### src/rtl/mem_arb_pkg.sv
// Shared types and defaults for the IF/MEM memory-port arbiter.
package mem_arb_pkg;

    localparam int ADDR_W_DEF = 32;
    localparam int DATA_W_DEF = 32;

    typedef enum logic [1:0] {
        ST_IDLE = 2'd0,
        ST_DATA = 2'd1,
        ST_INST = 2'd2,
        ST_DONE = 2'd3
    } arb_state_e;

    typedef enum logic {
        OWN_DATA = 1'b0,
        OWN_INST = 1'b1
    } owner_e;

endpackage

### src/rtl/mem_port_arbiter_if.sv
// Pipeline-side and memory-side signals of the arbiter. The master modport is
// the arbiter's view; the slave modport is the pipeline/memory environment.
interface mem_port_arbiter_if
    import mem_arb_pkg::*;
#(
    parameter int ADDR_W = ADDR_W_DEF,
    parameter int DATA_W = DATA_W_DEF
);
    logic              if_req_i;
    logic [ADDR_W-1:0] if_addr_i;
    logic [DATA_W-1:0] if_rdata_o;
    logic              if_ready_o;

    logic              dm_req_i;
    logic              dm_we_i;
    logic [ADDR_W-1:0] dm_addr_i;
    logic [DATA_W-1:0] dm_wdata_i;
    logic [DATA_W-1:0] dm_rdata_o;
    logic              dm_ready_o;

    logic              mem_req_o;
    logic              mem_we_o;
    logic [ADDR_W-1:0] mem_addr_o;
    logic [DATA_W-1:0] mem_wdata_o;
    logic [DATA_W-1:0] mem_rdata_i;
    logic              mem_ack_i;

    logic              stall_o;
    logic              err_o;

    modport master (
        input  if_req_i, if_addr_i,
        output if_rdata_o, if_ready_o,
        input  dm_req_i, dm_we_i, dm_addr_i, dm_wdata_i,
        output dm_rdata_o, dm_ready_o,
        output mem_req_o, mem_we_o, mem_addr_o, mem_wdata_o,
        input  mem_rdata_i, mem_ack_i,
        output stall_o, err_o
    );

    modport slave (
        output if_req_i, if_addr_i,
        input  if_rdata_o, if_ready_o,
        output dm_req_i, dm_we_i, dm_addr_i, dm_wdata_i,
        input  dm_rdata_o, dm_ready_o,
        input  mem_req_o, mem_we_o, mem_addr_o, mem_wdata_o,
        output mem_rdata_i, mem_ack_i,
        input  stall_o, err_o
    );

endinterface

### src/rtl/mem_arb_wdog.sv
// Memory-ack watchdog: counts busy cycles and flags expiry after TIMEOUT cycles.
// Instantiated by mem_port_arbiter only when MEM_ARB_TIMEOUT_EN is defined.
module mem_arb_wdog #(
    parameter int TIMEOUT = 64
) (
    input  logic clk,
    input  logic rst,
    input  logic en,
    input  logic clr,
    output logic expire
);
    localparam int CW = $clog2(TIMEOUT + 1);

    logic [CW-1:0] cnt_q;

    assign expire = en && (cnt_q == CW'(TIMEOUT - 1));

    always_ff @(posedge clk) begin
        if (rst || clr) begin
            cnt_q <= '0;
        end else if (en && !expire) begin
            cnt_q <= cnt_q + 1'b1;
        end
    end

endmodule

### src/rtl/mem_port_arbiter.sv
// Arbitrates one variable-latency memory port between fetch and load/store.
// Define MEM_ARB_TIMEOUT_EN to add the ack watchdog and the sticky err_o flag.
module mem_port_arbiter
    import mem_arb_pkg::*;
#(
    parameter int ADDR_W         = ADDR_W_DEF,
    parameter int DATA_W         = DATA_W_DEF,
    parameter int MAX_DATA_BURST = 3,
    parameter int TIMEOUT        = 64
) (
    input  logic               clk_i,
    input  logic               rst_i,
    mem_port_arbiter_if.master bus
);
    localparam logic [1:0] S_IDLE = ST_IDLE;
    localparam logic [1:0] S_DATA = ST_DATA;
    localparam logic [1:0] S_INST = ST_INST;
    localparam logic [1:0] S_DONE = ST_DONE;

    localparam int BW = (MAX_DATA_BURST < 1) ? 1 : $clog2(MAX_DATA_BURST + 1);
    localparam logic [BW-1:0] BURST_MAX = BW'(MAX_DATA_BURST);

    logic [1:0]        state_q;
    owner_e            owner_q;
    logic [BW-1:0]     burst_q;

    logic              mem_req_q;
    logic              mem_we_q;
    logic [ADDR_W-1:0] mem_addr_q;
    logic [DATA_W-1:0] mem_wdata_q;
    logic [DATA_W-1:0] if_rdata_q;
    logic [DATA_W-1:0] dm_rdata_q;
    logic              if_ready_q;
    logic              dm_ready_q;

    logic              data_grant;
    logic              inst_grant;
    logic              busy;
    logic              timeout;
    logic              complete;
    logic [DATA_W-1:0] ret_data;

    always_comb begin
        data_grant = (state_q == S_IDLE) && bus.dm_req_i &&
                     !(bus.if_req_i && (burst_q == BURST_MAX));
        inst_grant = (state_q == S_IDLE) && bus.if_req_i && !data_grant;
        busy       = (state_q == S_DATA) || (state_q == S_INST);
        complete   = busy && (bus.mem_ack_i || timeout);
        // Stores and timed-out accesses return zero; an ack wins over expiry.
        ret_data   = (bus.mem_ack_i && !mem_we_q) ? bus.mem_rdata_i : '0;
    end

    always_ff @(posedge clk_i) begin
        if (rst_i) begin
            state_q     <= S_IDLE;
            owner_q     <= OWN_DATA;
            burst_q     <= '0;
            mem_req_q   <= 1'b0;
            mem_we_q    <= 1'b0;
            mem_addr_q  <= '0;
            mem_wdata_q <= '0;
            if_rdata_q  <= '0;
            dm_rdata_q  <= '0;
            if_ready_q  <= 1'b0;
            dm_ready_q  <= 1'b0;
        end else begin
            if_ready_q <= 1'b0;
            dm_ready_q <= 1'b0;
            case (state_q)
                S_IDLE: begin
                    if (!bus.if_req_i) begin
                        burst_q <= '0;
                    end
                    if (data_grant) begin
                        mem_req_q   <= 1'b1;
                        mem_we_q    <= bus.dm_we_i;
                        mem_addr_q  <= bus.dm_addr_i;
                        mem_wdata_q <= bus.dm_wdata_i;
                        owner_q     <= OWN_DATA;
                        state_q     <= S_DATA;
                        // Only data grants that overtake a waiting fetch count.
                        if (bus.if_req_i && (burst_q != BURST_MAX)) begin
                            burst_q <= burst_q + 1'b1;
                        end
                    end else if (inst_grant) begin
                        mem_req_q  <= 1'b1;
                        mem_we_q   <= 1'b0;
                        mem_addr_q <= bus.if_addr_i;
                        owner_q    <= OWN_INST;
                        state_q    <= S_INST;
                        burst_q    <= '0;
                    end
                end
                S_DATA, S_INST: begin
                    if (complete) begin
                        mem_req_q <= 1'b0;
                        state_q   <= S_DONE;
                        if (owner_q == OWN_DATA) begin
                            dm_rdata_q <= ret_data;
                            dm_ready_q <= 1'b1;
                        end else begin
                            if_rdata_q <= ret_data;
                            if_ready_q <= 1'b1;
                        end
                    end
                end
                S_DONE: begin
                    state_q <= S_IDLE;
                end
                default: begin
                    state_q <= S_IDLE;
                end
            endcase
        end
    end

`ifdef MEM_ARB_TIMEOUT_EN
    logic err_q;

    mem_arb_wdog #(
        .TIMEOUT (TIMEOUT)
    ) u_wdog (
        .clk    (clk_i),
        .rst    (rst_i),
        .en     (busy),
        .clr    (data_grant || inst_grant),
        .expire (timeout)
    );

    always_ff @(posedge clk_i) begin
        if (rst_i) begin
            err_q <= 1'b0;
        end else if (busy && timeout && !bus.mem_ack_i) begin
            err_q <= 1'b1;
        end
    end

    assign bus.err_o = err_q;
`else
    assign timeout   = 1'b0;
    assign bus.err_o = 1'b0;
`endif

    assign bus.mem_req_o   = mem_req_q;
    assign bus.mem_we_o    = mem_we_q;
    assign bus.mem_addr_o  = mem_addr_q;
    assign bus.mem_wdata_o = mem_wdata_q;
    assign bus.if_rdata_o  = if_rdata_q;
    assign bus.dm_rdata_o  = dm_rdata_q;
    assign bus.if_ready_o  = if_ready_q;
    assign bus.dm_ready_o  = dm_ready_q;

    // Hold the pipeline while a side waits; released in its ready cycle.
    assign bus.stall_o = (bus.if_req_i & ~if_ready_q) | (bus.dm_req_i & ~dm_ready_q);

endmodule
### src/flat_wrapper.sv
// flat-port wrapper written by rule: the top's interface ports become plain ports
module mem_port_arbiter_flat import mem_arb_pkg::*;
#(
    parameter int ADDR_W         = ADDR_W_DEF,
    parameter int DATA_W         = DATA_W_DEF,
    parameter int MAX_DATA_BURST = 3,
    parameter int TIMEOUT        = 64
)
  (clk_i, rst_i, bus_if_req_i, bus_if_addr_i, bus_if_rdata_o, bus_if_ready_o, bus_dm_req_i, bus_dm_we_i, bus_dm_addr_i, bus_dm_wdata_i, bus_dm_rdata_o, bus_dm_ready_o, bus_mem_req_o, bus_mem_we_o, bus_mem_addr_o, bus_mem_wdata_o, bus_mem_rdata_i, bus_mem_ack_i, bus_stall_o, bus_err_o);
  mem_port_arbiter_if #(.ADDR_W(ADDR_W), .DATA_W(DATA_W)) bus_i ();
  input  logic clk_i;
  input  logic rst_i;
  input wire logic [$bits(bus_i.if_req_i)-1:0] bus_if_req_i;
  input wire logic [$bits(bus_i.if_addr_i)-1:0] bus_if_addr_i;
  output wire logic [$bits(bus_i.if_rdata_o)-1:0] bus_if_rdata_o;
  output wire logic [$bits(bus_i.if_ready_o)-1:0] bus_if_ready_o;
  input wire logic [$bits(bus_i.dm_req_i)-1:0] bus_dm_req_i;
  input wire logic [$bits(bus_i.dm_we_i)-1:0] bus_dm_we_i;
  input wire logic [$bits(bus_i.dm_addr_i)-1:0] bus_dm_addr_i;
  input wire logic [$bits(bus_i.dm_wdata_i)-1:0] bus_dm_wdata_i;
  output wire logic [$bits(bus_i.dm_rdata_o)-1:0] bus_dm_rdata_o;
  output wire logic [$bits(bus_i.dm_ready_o)-1:0] bus_dm_ready_o;
  output wire logic [$bits(bus_i.mem_req_o)-1:0] bus_mem_req_o;
  output wire logic [$bits(bus_i.mem_we_o)-1:0] bus_mem_we_o;
  output wire logic [$bits(bus_i.mem_addr_o)-1:0] bus_mem_addr_o;
  output wire logic [$bits(bus_i.mem_wdata_o)-1:0] bus_mem_wdata_o;
  input wire logic [$bits(bus_i.mem_rdata_i)-1:0] bus_mem_rdata_i;
  input wire logic [$bits(bus_i.mem_ack_i)-1:0] bus_mem_ack_i;
  output wire logic [$bits(bus_i.stall_o)-1:0] bus_stall_o;
  output wire logic [$bits(bus_i.err_o)-1:0] bus_err_o;
  assign bus_i.if_req_i = bus_if_req_i;
  assign bus_i.if_addr_i = bus_if_addr_i;
  assign bus_if_rdata_o = bus_i.if_rdata_o;
  assign bus_if_ready_o = bus_i.if_ready_o;
  assign bus_i.dm_req_i = bus_dm_req_i;
  assign bus_i.dm_we_i = bus_dm_we_i;
  assign bus_i.dm_addr_i = bus_dm_addr_i;
  assign bus_i.dm_wdata_i = bus_dm_wdata_i;
  assign bus_dm_rdata_o = bus_i.dm_rdata_o;
  assign bus_dm_ready_o = bus_i.dm_ready_o;
  assign bus_mem_req_o = bus_i.mem_req_o;
  assign bus_mem_we_o = bus_i.mem_we_o;
  assign bus_mem_addr_o = bus_i.mem_addr_o;
  assign bus_mem_wdata_o = bus_i.mem_wdata_o;
  assign bus_i.mem_rdata_i = bus_mem_rdata_i;
  assign bus_i.mem_ack_i = bus_mem_ack_i;
  assign bus_stall_o = bus_i.stall_o;
  assign bus_err_o = bus_i.err_o;
  mem_port_arbiter #(.ADDR_W(ADDR_W), .DATA_W(DATA_W), .MAX_DATA_BURST(MAX_DATA_BURST), .TIMEOUT(TIMEOUT)) u_core (.clk_i(clk_i), .rst_i(rst_i), .bus(bus_i));
endmodule
### config.mk
export PLATFORM = sky130hd
export DESIGN_NAME = mem_port_arbiter_flat
export DESIGN_NICKNAME = d
export VERILOG_FILES = /design/src/rtl/mem_arb_pkg.sv /design/src/rtl/mem_port_arbiter_if.sv /design/src/rtl/mem_arb_wdog.sv /design/src/rtl/mem_port_arbiter.sv /design/src/flat_wrapper.sv
export SDC_FILE = /design/constraint.sdc
export NUM_CORES = 1
export LEC_CHECK = 0
export BUFFER_PORTS_ARGS = -buffer_cell sky130_fd_sc_hd__buf_2
export CAP_MARGIN = 20
export CELL_PAD_IN_SITES_DETAIL_PLACEMENT = 1
export CELL_PAD_IN_SITES_GLOBAL_PLACEMENT = 2
export CORE_ASPECT_RATIO = 0.6
export CORE_MARGIN = 4
export CORE_UTILIZATION = 25
export CTS_CLUSTER_DIAMETER = 120
export DETAILED_ROUTE_END_ITERATION = 10
export PLACE_DENSITY_LB_ADDON = 0.1
export SLEW_MARGIN = 20
export SYNTH_ARGS = -nofsm -noshare
export SYNTH_HDL_FRONTEND = slang
export SYNTH_SLANG_ARGS = --single-unit
### constraint.sdc
create_clock -name clk_i -period 2.1 [get_ports clk_i]
set_input_delay 0.105 -clock clk_i [delete_from_list [all_inputs] [get_ports clk_i]]
set_output_delay 0.105 -clock clk_i [all_outputs]
set_load 0.05 [all_outputs]
# == Word-level counts from Yosys, hierarchy flattened ==
# Cells that the tools add are included.
# totals
input_bits,134
ff_bits,137
# op_classes
reduce_logical,23
muxes,20
bitwise_logic,8
add_sub_neg,1
n_eq_ne,7
# op_table
op,n
2-to-1 mux 32 bit,3
2-to-1 mux 2 bit,7
AND reduction 3 bit,3
logical AND 1 bit,8
2-to-1 mux 1 bit,8
"== test 2 bit, second input constant",3
case mux 2 bit (3 select lines),1
AND reduction 2 bit,3
inverter 1 bit,5
nonzero test 2 bit,2
zero test 1 bit,3
"!= test 3 x 1 -> 1 bit, second input constant",1
OR reduction 3 bit,1
"adder 2 x 1 -> 2 bit, second input constant",1
AND 1 bit,2
"== test 2 x 1 -> 1 bit, second input constant",1
zero test 2 bit,1
"!= test 2 x 1 -> 1 bit, second input constant",1
"!= test 2 bit, second input constant",1
case mux 1 bit (2 select lines),1
OR reduction 2 bit,1
logical OR 1 bit,1
bitwise OR 1 bit,1

# == Longest topological paths before layout ==
# Gate-level depths: netlist of run 1.
# logic_depth
word_depth,9
depth_mapped,8

# == Worst setup path after synthesis of run 1 ==
# OpenSTA, ideal clock, no wires.
# synth_path
path_type,register to register
start,register u_core.state_q[0]
end,register u_core.mem_req_q (netlist: u_core.bus.mem_req_o)
t_required_ps,1984
slack_ps,601
path_stages_with_launch,7
t_arrival_ps,1384
path_buffers,1
cell_sequence,dfxtp_1 > inv_1 > ha_1 > buf_2 > nor2b_1 > a211o_1 > a31o_1
# synth_between
elab_chain_len,7
# synth_lines
element,line,text
from (decl),mem_port_arbiter.sv:23,logic [1:0] state_q;
from (signal assigned),mem_port_arbiter.sv:55,state_q <= S_IDLE;
from (signal assigned),mem_port_arbiter.sv:80,state_q <= S_DATA;
from (signal assigned),mem_port_arbiter.sv:90,state_q <= S_INST;
zero test 2 bit,"mem_port_arbiter.sv:44, mem_port_arbiter.sv:46, mem_port_arbiter.sv:69",
logical AND 1 bit (2 in a row),mem_port_arbiter.sv:44,data_grant = (state_q == S_IDLE) && bus.dm_req_i &&
zero test 1 bit,mem_port_arbiter.sv:46,inst_grant = (state_q == S_IDLE) && bus.if_req_i && !data_grant;
logical AND 1 bit,mem_port_arbiter.sv:46,
!= test 3 x 1 -> 1 bit (no line),--,
AND reduction 3 bit (no line),--,
to (signal assigned),mem_port_arbiter.sv:58,mem_req_q <= 1'b0;
to (signal assigned),mem_port_arbiter.sv:75,mem_req_q <= 1'b1;
to (signal assigned),mem_port_arbiter.sv:86,mem_req_q <= 1'b1;
to (decl),mem_port_arbiter.sv:27,logic mem_req_q;
# Parallel ways exist; a longest one is shown, timed or not.
# A chain may end at the register's enable or synchronous reset.

# == Worst setup path in the final report of run 1 ==
# layout_path
start,register u_core.state_q[1]
end,register u_core.mem_addr_q[28] (netlist: u_core.bus.mem_addr_o[28])
# layout_between
elab_chain_len,7
# layout_lines
element,line,text
zero test 2 bit (*),"mem_port_arbiter.sv:44, mem_port_arbiter.sv:46, mem_port_arbiter.sv:69",
logical AND 1 bit (2 in a row),mem_port_arbiter.sv:44,
zero test 1 bit,mem_port_arbiter.sv:46,
logical AND 1 bit,mem_port_arbiter.sv:46,
nonzero test 2 bit (no line),--,
AND reduction 2 bit (no line),--,
to (signal assigned),mem_port_arbiter.sv:77,mem_addr_q <= bus.dm_addr_i;
to (signal assigned),mem_port_arbiter.sv:88,mem_addr_q <= bus.if_addr_i;
to (decl),mem_port_arbiter.sv:29,logic [ADDR_W-1:0] mem_addr_q;
# Every way passes the cells marked *; elsewhere a longest branch is shown, timed or not.

==> metrics, run 1 <==
Switch Pwr=4.30 mW; grt ovf=0; fin crit period=1.85 ns; CP arrival=2.18 ns; LEAKAGE=3.82 nW; mapped cell area=5540 sq um; crit path kind=register to register; largest net degree at the start of global routing=66; sw frac=42.1%; H-tree depth=4; Die Area=24,700 sq um; max frequency=0.540 GHz; Top-Level Pins=268; drt pass-1 iters=4; fillcell total=2,575; Rel. slew slack=60.7%; slowest CP cell=o21a_2; Die Y=123 microns; synth cell count leaders=dfxtp_1 (137), nand3_1 (131), a21oi_1 (100), o21ai_1 (71), nand2_1 (69); die width=200 microns; Combinational Power Share=40.0%; worst vdd ir=544 uV; Final Max Slew Viols=0; drt initial violations=318; RePlAce Congestion=0.776; Warnings, synthesis=0; Row Count=41; TritonCTS clock tree=done; routed via count=6,414; Post-DP HPWL=15,600 microns; Synth cell types=34; sequential share of power=32.5%; post-synth top area share=49.5%; Syn Area/Cell=8.18 sq um; crit-path max FO=50; Initial Util=25.9%; Routed wire per std cell=18.2 microns; Routed WL=24,000 microns; Final #Nets=1,170; proportion of layout cells with a drive suffix above 1=30.0%; # DRC=0; core area=21,400 sq um; Clock power frac=27.5%; Num CTS Buffers=17; first-pass GRT wire length=38,200 microns; CP Cell Sequence=inv_1 -> ha_1 -> o21a_2 -> buf_12 -> o21ai_0 -> a31oi_1; HP Class=input pin to register; vias in the first global route=6,922; vias per inst=4.86; synth top area cells=dfxtp_1 (50%), nand3_1 (12%), a21oi_1 (9.0%); Max stage delay on crit path=0.40 ns; post-synth top area cell=dfxtp_1; skew final=0.0128 ns; # diodes=0; Post-Syn Nets=815; RSZ-0062 raised after global routing=false; Pint=5.91 mW; Final ANT Viol Nets=0; most common cell in the netlist=dfxtp_1; Synth Instances=677; FFs w/ async S/R, synth=0%; Worst Path Required=2.43 ns; CP Capture Type=register; fin util=41.3%; IO Port Bufs=266; maximum clock insertion buffer count=2; Skew-Pair Late Insertion Delay=0.42 ns; Worst-Margin Slew=0.590 ns; Sink Count=137; CTS root buf=clkbuf_16; pwr dens=1160 nW/um^2; endpoints failing setup=0; status=complete, no violations; Synth Register Bits=137; clock slew at reported path FFs=0.05 ns; Total Routing Usage GR=19.4%; Post-synth EDFFs=0; post-synthesis sequential area ratio=49.5%; Setup crit start kind=register; max-cap check violation count=0; period utilization=88.1%; TNS Setup=0 ns; antenna violations before repair=0; Main synth FF type=dfxtp_1; final hold vios=0; area grow syn2layout=59.7%
## sequential cells by signal, indices dropped and copies added, names as in the netlist
name,cells
u_core.burst_q,2
u_core.bus.dm_rdata_o,32
u_core.bus.dm_ready_o,1
u_core.bus.if_rdata_o,32
u_core.bus.if_ready_o,1
u_core.bus.mem_addr_o,32
u_core.bus.mem_req_o,1
u_core.bus.mem_wdata_o,32
u_core.bus.mem_we_o,1
u_core.owner_q,1
u_core.state_q,2
## critical path: cells and delay by family, from the launching register on
kind / cells / cell delay (ns)
buffers and inverters: 2 / 0.35
adders and majority gates: 1 / 0.36
AOI/OAI and AO/OA: 3 / 0.70
DFF: 1 / 0.31
## logic make-up after synthesis
group / count (synthesis) / synth area share [%]
and+or+nand+nor: 214 / 18.1
DFF: 137 / 49.5
AOI/OAI and AO/OA: 239 / 23.0
adders and majority gates: 4 / 0.904
buffers and inverters: 81 / 8.25
other: 1 / 0.0677
muxes: 1 / 0.203
## routing by layer
metal	vias up	part of all wire, %	global-route usage [%]
li1	3111	-	-
met1	3077	45	24.4
met2	190	46	31.1
met3	36	7.2	7.26
met4	0	1.7	6.15
met5	-	0	0
## power groups by stage
stage / logic, mW / clock network [mW] / registers [mW]
floorplan: 1.36 / 0 / 4.85
global placement: 3.83 / 0 / 3.35
detailed placement: 3.90 / 0 / 3.37
CTS: 4.10 / 2.90 / 3.32
global route: 4.37 / 3.00 / 3.38
finish: 4.08 / 2.81 / 3.32
## final timing paths
check                                          from                                endpoint  slack, ns  cells after the start
min reg2reg  u_core.bus.if_rdata_o[28]$_SDFFE_PP0P_  u_core.bus.if_rdata_o[28]$_SDFFE_PP0P_       0.46                      2
max                  u_core.state_q[1]$_SDFFE_PP0P_  u_core.bus.mem_addr_o[28]$_SDFFE_PP0P_       0.25                      6
max reg2reg          u_core.state_q[1]$_SDFFE_PP0P_  u_core.bus.mem_addr_o[28]$_SDFFE_PP0P_       0.25                      6
min                                    bus_if_req_i             u_core.owner_q$_SDFFE_PP0P_       0.08                      3
## what timing repair did
action	CTS	global route
hold endpoints to repair	129	0
gates resized for setup	0	0
buffers inserted	0	0
hold buffers	129	0
## metrics by stage
step                      std cells  hold slack, ns  setup slack [ns]  cell area (sq um)  total power [mW]
final                          1319          0.0831             0.250               8840              10.2
after global routing           1319           0.140            0.0815               8840              10.7
after CTS                      1319          0.0744             0.245               8840              10.3
after detailed placement       1163           0.369             0.301               7020              7.27
after global placement         1163           0.357             0.415               7020              7.18
after floorplan                 677           0.253             0.601               5540              6.21
## cells in the final DEF (no fill, tap or decap), types with 17 or more instances in the layout
master	count
buf_2	265
nand3_1	131
a31oi_1	32
dlygate4sd3_1	129
o21ai_1	71
dfxtp_1	137
o21ai_0	26
clkbuf_16	17
nand2_1	67
a21oi_1	100
## cell type report
cell class	instances	area [sq um]	share of cell area, %
Sequential cell	137	2740	31.0
Timing Repair Buffer	410	2840	32.1
Inverter	7	26.3	0.297
Multi-Input combinational cell	459	2350	26.6
Tap cell	279	349	3.95
Clock inverter	3	42.5	0.481
Clock buffer	24	492	5.56
No activity file was read; power rests on OpenSTA's default activity.
==> run 2: changes to the inputs <==
Settings changed: ABC_AREA from default to 1, CORE_UTILIZATION 25 to 24, CTS_CLUSTER_DIAMETER 120 to 150.
==> run 2 against run 1 <==
Effect of this change: worst hold slack worse by 0.065 ns; first-iteration DRC count is 26% lower; core utilization is 2.2 points lower; sequential cell count stayed put; largest cell class is now sequential cells; via count is 6.4% lower; clock power is 11% higher; combinational power is 39% higher; fmax is 6.2% higher; clock-buffer cell count is 3 lower; clock skew is 0.0036 ns lower.
==> metrics, run 2 <==
status=complete, no violations; Post-DP HPWL=15,400 microns; crit path kind=register to register; synth cell count leaders=dfxtp_1 (137), nand2_1 (117), o21ai_0 (101), nand3_1 (81), inv_1 (77); mapped cell area=5500 sq um; final hold vios=0; Synth cell types=22; Die Y=125 microns; clock slew at reported path FFs=0.06 ns; Syn Area/Cell=7.41 sq um; min-delay src=bus_dm_addr_i[7]; worst vdd ir=596 uV; CTS root buf=clkbuf_16; Top-Level Pins=268; largest family of logic cells by synthesized area=simple AND/OR/NAND/NOR gates; most common cell in the netlist=dfxtp_1; RePlAce Congestion=0.723; worst r2r path cells=7; Warnings, synthesis=0; vias in the first global route=6,213; largest net degree at the start of global routing=67; xor/xnor share of the synthesized area=0%; crit-path max FO=30; Final Max Slew Viols=0; Routed WL=22,100 microns; TNS Setup=0 ns; CP arrival=2.09 ns; proportion of layout cells with a drive suffix above 1=29.0%; family with the most delay on the worst path=buffers and inverters; antenna violations before repair=2; WHS Endpoint=u_core.bus.mem_addr_o[7]$_SDFFE_PP0P_; H-tree depth=4; IO Port Bufs=266; HP Class=input pin to register; Row Count=42; Total Routing Usage GR=17.2%; Skew-Pair Late Insertion Delay=0.43 ns; setup slack, reg-to-reg=0.36 ns; post-synth top area share=49.9%; Sink Count=137; grt ovf=0; max-cap check violation count=0; pwr dens=1430 nW/um^2; most frequent cells in the layout=buf_2 (266), dfxtp_1 (137), nand2_1 (117); LEAKAGE=4.52 nW; Synth Register Bits=137; post-synth top area cell=dfxtp_1; RSZ-0062 raised after global routing=false; post-synthesis sequential area ratio=49.9%; Post-synth EDFFs=0; # DRC=0; Post-Synth Adder-Cell Area=0.911%; fillcell total=2,797; Initial Util=24.7%; area grow syn2layout=58.8%; Simple-Gate Fraction of Synth Area=21.2%; skew final=0.00919 ns; first-pass GRT wire length=35,000 microns; core area=22,300 sq um; routed via count=6,005; WP depth=7; post-cts sizing count=0; fin crit period=1.74 ns; endpoints failing setup=0; drt initial violations=236; multiplexer share of the synthesized area=0%; Place WS=0.353 ns; CP Capture Type=register; Die Area=25,500 sq um; maximum clock insertion buffer count=2; register area=2740 sq um; most common cell after layout, fill and taps aside=buf_2; synth top area cells=dfxtp_1 (50%), o21ai_0 (9.2%), nand2_1 (8.0%); vias per inst=4.26; Num CTS Buffers=17; Cell Area, Placed=7130 sq um; Max stage delay on crit path=0.36 ns; RR Endpoint=u_core.bus.if_rdata_o[6]$_SDFFE_PP0P_; Worst Path Required=2.45 ns; slowest CP cell=ha_1; drt pass-1 iters=4; Final ANT Viol Nets=0; Main synth FF type=dfxtp_1; area occupied by multi-input gates=2190 sq um; reg-to-reg startpoint=u_core.state_q[0]$_SDFFE_PP0P_; Synth Instances=742; Synth Area in Compound Gates=17.1%; die width=203 microns; CP Cell Sequence=inv_1 -> ha_1 -> nand2_1 -> nor2_4 -> buf_4 -> o21ai_0 -> a21oi_1; FFs w/ async S/R, synth=0%; final instance area=8720 sq um; Final #Nets=1,227; Routed wire per std cell=15.7 microns; max frequency=0.574 GHz; Post-Syn Nets=880; TritonCTS clock tree=done; CP bufs+invs=2; Setup crit start kind=register; Hold WS=0.0177 ns; hold path depth=5; period utilization=83.0%; worst setup margin=0.358 ns
## run 2: how the worst max path moves through the flow
stage	startpoint	endpoint	slack, ns
after floorplan	u_core.state_q[0]$_SDFFE_PP0P_	u_core.bus.if_rdata_o[11]$_SDFFE_PP0P_	0.61
after global placement	u_core.state_q[0]$_SDFFE_PP0P_	u_core.bus.if_rdata_o[6]$_SDFFE_PP0P_	0.35
after detailed placement	u_core.state_q[0]$_SDFFE_PP0P_	u_core.bus.mem_addr_o[18]$_SDFFE_PP0P_	0.35
after CTS	u_core.state_q[0]$_SDFFE_PP0P_	u_core.bus.mem_addr_o[18]$_SDFFE_PP0P_	0.33
after global routing	u_core.state_q[0]$_SDFFE_PP0P_	u_core.bus.mem_addr_o[24]$_SDFFE_PP0P_	0.11
final	u_core.state_q[0]$_SDFFE_PP0P_	u_core.bus.if_rdata_o[6]$_SDFFE_PP0P_	0.36
## run 2: per-layer routing
layer / part of all wire, % / track usage [%] / up-vias
met5: 0.032 / 0 / -
li1: - / - / 3097
met3: 6.0 / 5.64 / 21
met2: 42 / 25.2 / 132
met1: 51 / 24.5 / 2753
met4: 1.2 / 4.28 / 2
## run 2: power breakdown
group / switching [mW] / total [mW] / internal (mW)
Combinational: 4.29 / 5.68 / 1.39
Sequential: 0.359 / 3.68 / 3.33
Clock: 1.13 / 3.13 / 2.00
## run 2: kinds of logic after synthesis
logic type,after synthesis
flops,137
compound gates,187
buf+inv,133
other cells,1
simple gates,280
fa+ha+maj,4
## run 2: final cells by class
type,instances,area share [%]
Inverter,79,3.40
Sequential cell,137,31.4
Tap cell,308,4.42
Clock buffer,21,5.16
Multi-Input combinational cell,472,25.1
Timing Repair Buffer,382,28.8
Clock inverter,9,1.71
Antenna cell,1,0.0287
## run 2: repair_timing
action / CTS / global route
setup buffers: 0 / 0
endpoints found under the hold margin: 128 / 0
hold buffers: 99 / 0
## run 2: per-stage QoR
stage,power [mW],utilization [%],std cells
after floorplan,7.80,-,742
after global routing,13.3,39.2,1409
after global placement,9.31,32.0,1279
final,12.5,39.2,1409
after detailed placement,9.32,32.0,1279
after CTS,12.7,39.1,1408
## run 2: worst min-delay path, stage by stage
cell     delay [ns]
buf_2          0.08
nand3_1        0.06
nand3_1        0.08
nand2_1        0.05
inv_1          0.04
==> run 3: changes to the inputs <==
Settings changed: ABC_AREA 1 to 0, CORE_UTILIZATION 24 to 22.
Clock period 2.1 ns to 1.6 ns, I/O delays scaled along.
==> run 3 against run 2 <==
Effect of this change: sequential power up 18%; core utilization down 1.1 points; clock-buffer cell count down 1; non-clock buffer count up 42; design area up 6.5%; fmax up 11%.
==> metrics, run 3 (synthesized netlist as in run 1, its figures left out) <==
max-cap check violation count=0; Routed wire per std cell=18.5 microns; slowest CP cell=dfxtp_2; Design Power=14.6 mW; Setup crit start kind=register; reg-to-reg startpoint=u_core.state_q[0]$_SDFFE_PP0P_; grt ovf=0; # DRC=0; CP Capture Type=register; Final #Nets=1,184; Hold WS=0.0611 ns; maximum clock insertion buffer count=2; Routed WL=25,600 microns; area grow syn2layout=67.9%; Row Count=44; Sink Count=137; TNS Setup=0 ns; CP arrival=1.92 ns; fin util=38.0%; vias per inst=4.71; Skew-Pair Late Insertion Delay=0.44 ns; LEAKAGE=3.99 nW; Die Y=131 microns; drt pass-1 iters=4; antenna violations before repair=3; routed via count=6,518; pwr dens=1570 nW/um^2; Max stage delay on crit path=0.35 ns; skew final=0.0234 ns; RePlAce Congestion=0.789; Die Area=27,800 sq um; die width=213 microns; largest net degree at the start of global routing=65; clock slew at reported path FFs=0.06 ns; max frequency=0.637 GHz; Final ANT Viol Nets=0; Initial Util=22.6%; drt initial violations=321; min-delay src=bus_if_req_i; vias in the first global route=6,855; Final Max Slew Viols=0; period utilization=98.1%; crit-path max FO=8; worst vdd ir=780 uV; IO Port Bufs=266; Total Routing Usage GR=17.6%; Top-Level Pins=268; endpoints failing setup=0; first-pass GRT wire length=38,200 microns; most common cell after layout, fill and taps aside=buf_2; status=complete, no violations; HP Class=input pin to register; Worst Path Required=1.95 ns; CP Launch Point=u_core.state_q[0]$_SDFFE_PP0P_; most frequent cells in the layout=buf_2 (265), dfxtp_1 (135), dlygate4sd3_1 (130); fin crit period=1.57 ns; final hold vios=0; core area=24,400 sq um; Post-DP HPWL=16,600 microns; H-tree depth=4; CP Cell Sequence=inv_2 -> ha_4 -> and3b_2 -> clkbuf_16 -> nand3_2 -> a21oi_2; Final Non-Filler Cells=1,384; proportion of layout cells with a drive suffix above 1=32.6%; # placed instances=1,211; Num CTS Buffers=17; TritonCTS clock tree=done; CTS root buf=clkbuf_16; crit path kind=register to register
-- run 3: changes by cell type in the layout (fill, tap and decap cells not counted), moves of 31 or more --
cell / delta
a31oi_1: +32
dlygate4sd3_1: +31
inv_1: -71
nand2_1: -50
nand3_1: +48
nor2_1: -69
o21ai_0: -75
o21ai_1: +55
-- run 3: layout make-up --
class,instances,area [sq um]
inverter,7,26.3
clock buffer,20,457
tap,322,403
clock inverter,12,195
antenna,3,7.51
fill,2932,15100
multi-input combinational,459,2400
timing repair buffer,424,3060
sequential,137,2750
-- run 3: report_power, final --
group	switching, mW	total (mW)	internal [mW]	leakage [nW]
Clock	1.60	4.44	2.85	0.320
Combinational	4.08	5.86	1.78	2.55
Sequential	0.315	4.34	4.02	1.12
Total	5.99	14.6	8.65	3.99
-- run 3: worst paths after layout --
kind	depth (start not counted)	slack (ns)	endpoint
worst max-delay path	6	0.03	u_core.bus.dm_rdata_o[23]$_SDFFE_PP0P_
worst min-delay path	3	0.06	u_core.owner_q$_SDFFE_PP0P_
worst min register to register	2	0.45	u_core.bus.dm_rdata_o[2]$_SDFFE_PP0P_
worst max register to register	6	0.03	u_core.bus.dm_rdata_o[23]$_SDFFE_PP0P_
-- run 3: worst max-delay path, delay by kind of cell, from the launching register on --
| kind | cells | cell delay, ns |
|---|---|---|
| fa+ha+maj | 1 | 0.28 |
| flops | 1 | 0.35 |
| simple gates | 2 | 0.43 |
| compound gates | 1 | 0.14 |
| buf+inv | 2 | 0.28 |
-- run 3: per-stage QoR --
step / setup slack, ns / area [sq um]
floorplan: 0.101 / 5540
global placement: 0.00562 / 7170
detailed placement: -0.0594 / 7170
CTS: 0.00783 / 9170
global route: -0.00167 / 9300
finish: 0.0301 / 9300
-- run 3: repair_timing --
action | 4_1_cts | 5_1_grt
pin swaps | 0 | 3
gates resized for setup | 4 | 12
hold endpoints to repair | 129 | 0
buffers inserted | 0 | 5
endpoints found under the setup margin | 63 | 45
hold buffers | 130 | 0
cloned | 1 | 2
-- run 3: layer usage --
metal  global-route usage, %  vias to the layer above  part of all wire (%)
met1                    22.5                     3183                    46
met4                    5.79                        0                   1.8
met2                    28.3                      166                    46
met3                    5.92                       29                   5.8
li1                        -                     3140                     -
met5                       0                        -                     0
